[src/rtl/bp_bht_pkg.sv]
// ============================================================================
// Module   : bp_bht_pkg
// Brief    : Shared opcodes, counter encodings and helpers for the BHT predictor
// Revision : 1.0 - initial release
// ============================================================================
`default_nettype none

package bp_bht_pkg;

    localparam int INS_DAT_W = 32;
    localparam int REG_DAT_W = 32;

    localparam logic [6:0] OPC_JAL    = 7'b1101111;
    localparam logic [6:0] OPC_BRANCH = 7'b1100011;
    localparam logic [6:0] OPC_JALR   = 7'b1100111;

    localparam logic [1:0] SNT = 2'd0;
    localparam logic [1:0] WNT = 2'd1;
    localparam logic [1:0] WT  = 2'd2;
    localparam logic [1:0] ST  = 2'd3;

    // Saturating 2-bit counter step.
    function automatic logic [1:0] cnt_next(input logic [1:0] cnt, input logic taken);
        if (taken) begin
            return (cnt == ST) ? ST : cnt + 2'd1;
        end
        return (cnt == SNT) ? SNT : cnt - 2'd1;
    endfunction

    function automatic logic cnt_taken(input logic [1:0] cnt);
        return cnt >= WT;
    endfunction

endpackage

`default_nettype wire

[src/rtl/bp_imm_dec.sv]
// ============================================================================
// Module   : bp_imm_dec
// Brief    : Partial decode of JAL/BRANCH plus sign-extended J/B immediates
// Revision : 1.0 - initial release
// ============================================================================
`default_nettype none

module bp_imm_dec
    import bp_bht_pkg::*;
#(
    parameter int INS_W = INS_DAT_W,
    parameter int REG_W = REG_DAT_W
) (
    input  logic [INS_W-1:0] ins,
    output logic             is_jal,
    output logic             is_br,
    output logic [REG_W-1:0] imm_j,
    output logic [REG_W-1:0] imm_b
);

    logic [20:0] w_imm_j;
    logic [12:0] w_imm_b;

    assign is_jal  = (ins[6:0] == OPC_JAL);
    assign is_br   = (ins[6:0] == OPC_BRANCH);

    assign w_imm_j = {ins[31], ins[19:12], ins[20], ins[30:21], 1'b0};
    assign w_imm_b = {ins[31], ins[7], ins[30:25], ins[11:8], 1'b0};

    assign imm_j   = {{(REG_W-21){w_imm_j[20]}}, w_imm_j};
    assign imm_b   = {{(REG_W-13){w_imm_b[12]}}, w_imm_b};

endmodule

`default_nettype wire

[src/rtl/bp_bht.sv]
// ============================================================================
// Module   : bp_bht
// Brief    : Next-PC predictor: JAL always taken, branches via 2-bit counter table
// Revision : 1.0 - initial release
// ============================================================================
`default_nettype none

module bp_bht
    import bp_bht_pkg::*;
#(
    parameter int         REG_W   = REG_DAT_W,
    parameter int         INS_W   = INS_DAT_W,
    parameter int         IDX_W   = 8,
    parameter logic [1:0] CNT_RST = WNT
) (
    input  logic             clk,
    input  logic             rst,
    input  logic             en,
    input  logic             iIC_En,
    input  logic [INS_W-1:0] iIC_Ins,
    input  logic [REG_W-1:0] iIF_Pc,
    output logic             oIF_En,
    output logic [REG_W-1:0] oIF_Pjt,
    output logic             oIF_Taken,
    input  logic             iBU_En,
    input  logic [REG_W-1:0] iBU_Pc,
    input  logic             iBU_Taken
);

    localparam int N_ENT = 2 ** IDX_W;

    logic [1:0]       r_cnt [N_ENT];
    logic             r_if_en;
    logic [REG_W-1:0] r_pjt;
    logic             r_taken;

    logic             w_is_jal;
    logic             w_is_br;
    logic [REG_W-1:0] w_imm_j;
    logic [REG_W-1:0] w_imm_b;
    logic [IDX_W-1:0] w_fetch_idx;
    logic [IDX_W-1:0] w_bu_idx;
    logic [REG_W-1:0] w_pc_plus4;
    logic [REG_W-1:0] w_nxt_pjt;
    logic             w_nxt_taken;
    logic             w_unused_bu_pc;

    bp_imm_dec #(
        .INS_W (INS_W),
        .REG_W (REG_W)
    ) u_imm_dec (
        .ins    (iIC_Ins),
        .is_jal (w_is_jal),
        .is_br  (w_is_br),
        .imm_j  (w_imm_j),
        .imm_b  (w_imm_b)
    );

    // Untagged table: PCs sharing the index bits share a counter.
    assign w_fetch_idx    = iIF_Pc[IDX_W+1:2];
    assign w_bu_idx       = iBU_Pc[IDX_W+1:2];
    assign w_unused_bu_pc = ^{iBU_Pc[REG_W-1:IDX_W+2], iBU_Pc[1:0]};
    assign w_pc_plus4     = iIF_Pc + REG_W'(4);

    always_comb begin
        w_nxt_pjt   = w_pc_plus4;
        w_nxt_taken = 1'b0;
        if (w_is_jal) begin
            w_nxt_pjt   = iIF_Pc + w_imm_j;
            w_nxt_taken = 1'b1;
        end else if (w_is_br && cnt_taken(r_cnt[w_fetch_idx])) begin
            w_nxt_pjt   = iIF_Pc + w_imm_b;
            w_nxt_taken = 1'b1;
        end
    end

    // The lookup above sees the counter before any same-edge training write.
    always_ff @(posedge clk) begin
        if (rst) begin
            r_if_en <= 1'b0;
            r_pjt   <= '0;
            r_taken <= 1'b0;
            for (int i = 0; i < N_ENT; i++) begin
                r_cnt[i] <= CNT_RST;
            end
        end else begin
            if (iBU_En) begin
                r_cnt[w_bu_idx] <= cnt_next(r_cnt[w_bu_idx], iBU_Taken);
            end
            if (en) begin
                r_if_en <= iIC_En;
                if (iIC_En) begin
                    r_pjt   <= w_nxt_pjt;
                    r_taken <= w_nxt_taken;
                end
            end
        end
    end

    assign oIF_En    = r_if_en;
    assign oIF_Pjt   = r_pjt;
    assign oIF_Taken = r_taken;

endmodule

`default_nettype wire

[config.mk]
export PLATFORM = sky130hd
export DESIGN_NAME = bp_bht
export DESIGN_NICKNAME = d
export VERILOG_FILES = /design/src/rtl/bp_bht_pkg.sv /design/src/rtl/bp_imm_dec.sv /design/src/rtl/bp_bht.sv
export SDC_FILE = /design/constraint.sdc
export NUM_CORES = 1
export LEC_CHECK = 0
export ABC_CLOCK_PERIOD_IN_PS = 5100
export CORE_ASPECT_RATIO = 1.1
export CORE_MARGIN = 3
export CORE_UTILIZATION = 57
export DETAILED_ROUTE_END_ITERATION = 16
export PLACE_DENSITY_LB_ADDON = 0.15
export RECOVER_POWER = 50
export SETUP_SLACK_MARGIN = 0.02
export SLEW_MARGIN = 10
export SYNTH_ARGS = -nofsm -noshare
export SYNTH_HDL_FRONTEND = slang
export SYNTH_HIERARCHICAL = 1
export SYNTH_SLANG_ARGS = --single-unit
export TNS_END_PERCENT = 30
[constraint.sdc]
create_clock -name clk -period 5.1 [get_ports clk]
set_input_delay 1.02 -clock clk [delete_from_list [all_inputs] [get_ports clk]]
set_output_delay 1.02 -clock clk [all_outputs]
set_load 0.02 [all_outputs]
==> reports/qor.log <==
qor: detailed_routing.vias 25.6k
qor: synth.synthMostInstantiatedCell edfxtp_1
qor: global_routing.antenna_found_initial 0
qor: worst_setup_path.cp_max_fo 232
qor: clock_network.clkLatencyLatePin 0.65 ns
qor: worst_setup_path.cp_slowest_cell clkbuf_1
qor: synth.ys_dominant_reg_cell edfxtp_1
qor: global_routing.grt-ovfl-total 0
qor: sta.maxSlewHeadroom -64.2%
qor: clock_network.clock_sinks 546
qor: global_routing.number_of_global_route_vias_before_repair 24.9k
qor: synth.synth.top_cell.area_share 47.0%
qor: worst_hold_path.hp_class reg2reg
qor: synth.synth_enable_flop_cells 512
qor: die.die_height 257 µm
qor: worst_setup_path.required_time_of_the_critical_path 5.38 ns
qor: worst_setup_path.endpoint_kind flip-flop
qor: die.die_w 234 µm
qor: sta.post-route-period-util 90.9%
qor: sta.grt_setup_unrepaired false
qor: layout.nets 2974
qor: detailed_routing.final_antenna_net_count 0
qor: synth.netlist_instances 2847
qor: clock_network.cts.repair_timing.setup_buffer_count 0
qor: synth.ys_seq_area_share 49.1%
qor: synth.post_synth_num_cell_types 73
qor: die.floorplan.initialDensity 58.0%
qor: synth.synth.ff_latch_count 546
qor: detailed_routing.dr.pass1.iters 7
qor: clock_network.cts_max_path_buffers 3
qor: synth.synth_area_leader_cell edfxtp_1
qor: power.leakage 11.2 nW
qor: sta.fmax 216 MHz
qor: layout.sequential_cell_area 16100 µm²
qor: detailed_routing.via_per_inst 7.11
qor: clock_network.cts_tree yes
qor: layout.areaGrowthSynthToFinish 10.8%
qor: clock_network.cts.hold.buffers_added 0
qor: worst_setup_path.critical_path.n_buffers_inverters 5
qor: layout.layout-drive-gt1-share 17.4%
qor: status.violated_checks max-capacitance violations, max-slew violations
qor: place.place_hpwl 66200 µm
qor: worst_setup_path.timing.critical_path.max_delay_family buffers and inverters
qor: clock_network.clkSlewWorstSetupHoldPaths 0.06 ns
qor: die.fp.dieArea 60300 µm²
qor: global_routing.maximum_number_of_pins_on_one_net_before_global_route_repair 233
qor: flow_run.drv_cap 1
qor: synth.syn_area 32700 µm²
qor: synth.synthArstFlopShare 0%
qor: place.numPortBuffers 111
qor: sta.final-setup-viol-count 0
qor: detailed_routing.postRouteWirelength 104000 µm
qor: sta.setup_tns 0 ns
qor: layout.n_fill_cell 4294
qor: synth.synth.yosys.warnings 6
qor: clock_network.cts_buffers 56
qor: worst_setup_path.startpoint_class primary input
qor: global_routing.grt_use_total 34.0%
qor: status.outcome finished with violations
qor: power.vdd_ir_drop_max 0.297 mV
qor: synth.synth_top_cells_by_area edfxtp_1 (47%), mux4_2 (15%), nand3_1 (4.4%)
qor: global_routing.wire_length_of_the_first_global_routing_pass 153000 µm
qor: clock_network.cts_max_level 2
qor: worst_setup_path.cp_cell_sequence clkdlybuf4s50_1 -> buf_4 -> clkinvlp_2 -> clkbuf_1 -> buf_12 -> o21ai_0
qor: power.powerDensity 300 nW/µm²
qor: die.coreArea 56500 µm²
qor: detailed_routing.drt-initial-drc-count 3691
qor: clock_network.clock_tree.root_cell clkbuf_16
qor: worst_setup_path.worst_ep_arrival_time 4.92 ns
qor: sta.total_count_of_hold_check_failures_in_the_final_report 0
qor: synth.syn_avg_cell_area 11.5 µm²
qor: synth.synthTopCellsByCount edfxtp_1 (512), nand3_1 (289), o21ai_0 (263), nor3_1 (243), mux4_2 (225)
qor: clock_network.cts_repair_resize_count 0
qor: power.total_chip_power 10.9 mW
qor: worst_setup_path.max_stage_delay 1.73 ns
qor: die.rows 91
qor: layout.multi_input_comb_area 14800 µm²
qor: sta.clock_skew 0.0301 ns
qor: worst_setup_path.critPathKind in2reg
qor: place.gp_congestion 0.943
qor: layout.antennaDiodeCount 0
qor: sta.shortest_period_the_worst_path_allows 4.64 ns
qor: die.boundary_pins 136
qor: sta.finalMaxSlewViolations 50
qor: sta.worst-slew-pin-transition 2.46 ns
qor: detailed_routing.wl_per_cell 28.8 µm
qor: detailed_routing.detail_route.drc_violations 0
[registers in the layout (all words and copies together) (netlist names)]
register / cells
oIF_Pjt: 32
r_cnt: 512
oIF_Taken: 1
oIF_En: 1
[where the power goes]
group	switching (mW)	internal, mW	total [mW]
clock	1.81	2.27	4.08
combinational	1.10	0.662	1.76
sequential	0.0500	4.98	5.03
total	2.96	7.91	10.9
[tightest hold or removal path, cell delays in order (launching register included)]
cell     delay [ns]
dfxtp_1        0.31
nand2_1        0.05
a21oi_1        0.05
[metal layers]
layer	vias up	part of all wire, %	global-route usage [%]
met1	12545	35	43.7
met3	353	12	6.65
met2	1813	48	55.2
li1	10860	-	-
met5	-	0	0
met4	0	6.0	17.2
[logic make-up (layout without fill, tap and decap cells)]
group,Yosys count,in the layout,share of synthesized area (%)
AOI/OAI and AO/OA,527,527,9.69
xor gates and xnor gates,71,71,1.90
adders and majority gates,67,67,2.60
buffers and inverters,387,391,5.91
DFF,546,546,49.1
muxes,261,261,16.6
other,1,2,0.0115
and+or+nand+nor,987,987,14.2
[cells in the final DEF (no fill, tap or decap), types with 70 or more instances in the layout]
master	instances
clkdlybuf4s50_1	70
nor2_1	143
nand2_1	214
nor3_1	233
mux4_2	225
nand3_1	289
a21oi_1	81
buf_4	121
o21ai_0	263
edfxtp_1	512
[area by class of cell]
type / instances / area share, %
well taps: 744 / 2.57
multi-input cells: 1915 / 40.9
clock buffers: 69 / 4.00
repair buffers: 260 / 7.11
inverters: 28 / 0.293
flip-flops and latches: 546 / 44.3
clock inverters: 34 / 0.877
[worst paths after layout]
path / startpoint / end / slack, ns / cells past startpoint
max reg2reg: r_cnt[71][1] / oIF_Pjt[23] / 1.26 / 11
min: oIF_Pjt[3] / oIF_Pjt[3] / 0.45 / 2
min reg2reg: oIF_Pjt[3] / oIF_Pjt[3] / 0.45 / 2
max: rst / r_cnt[124][0] / 0.46 / 6
[through the flow]
step / cell area [µm²] / setup WS [ns] / utilization, % / hold slack (ns) / instances
floorplan: 32700 / 0.922 / - / 0.530 / 2848
global route: 36300 / 0.288 / 64.2 / 0.465 / 3596
detailed placement: 34500 / 0.250 / 61.1 / 0.451 / 3493
finish: 36300 / 0.464 / 64.2 / 0.455 / 3596
global placement: 34500 / 0.249 / 61.1 / 0.443 / 3493
CTS: 36300 / 0.879 / 64.2 / 0.460 / 3596
No activity file was read; power rests on OpenSTA's default activity.
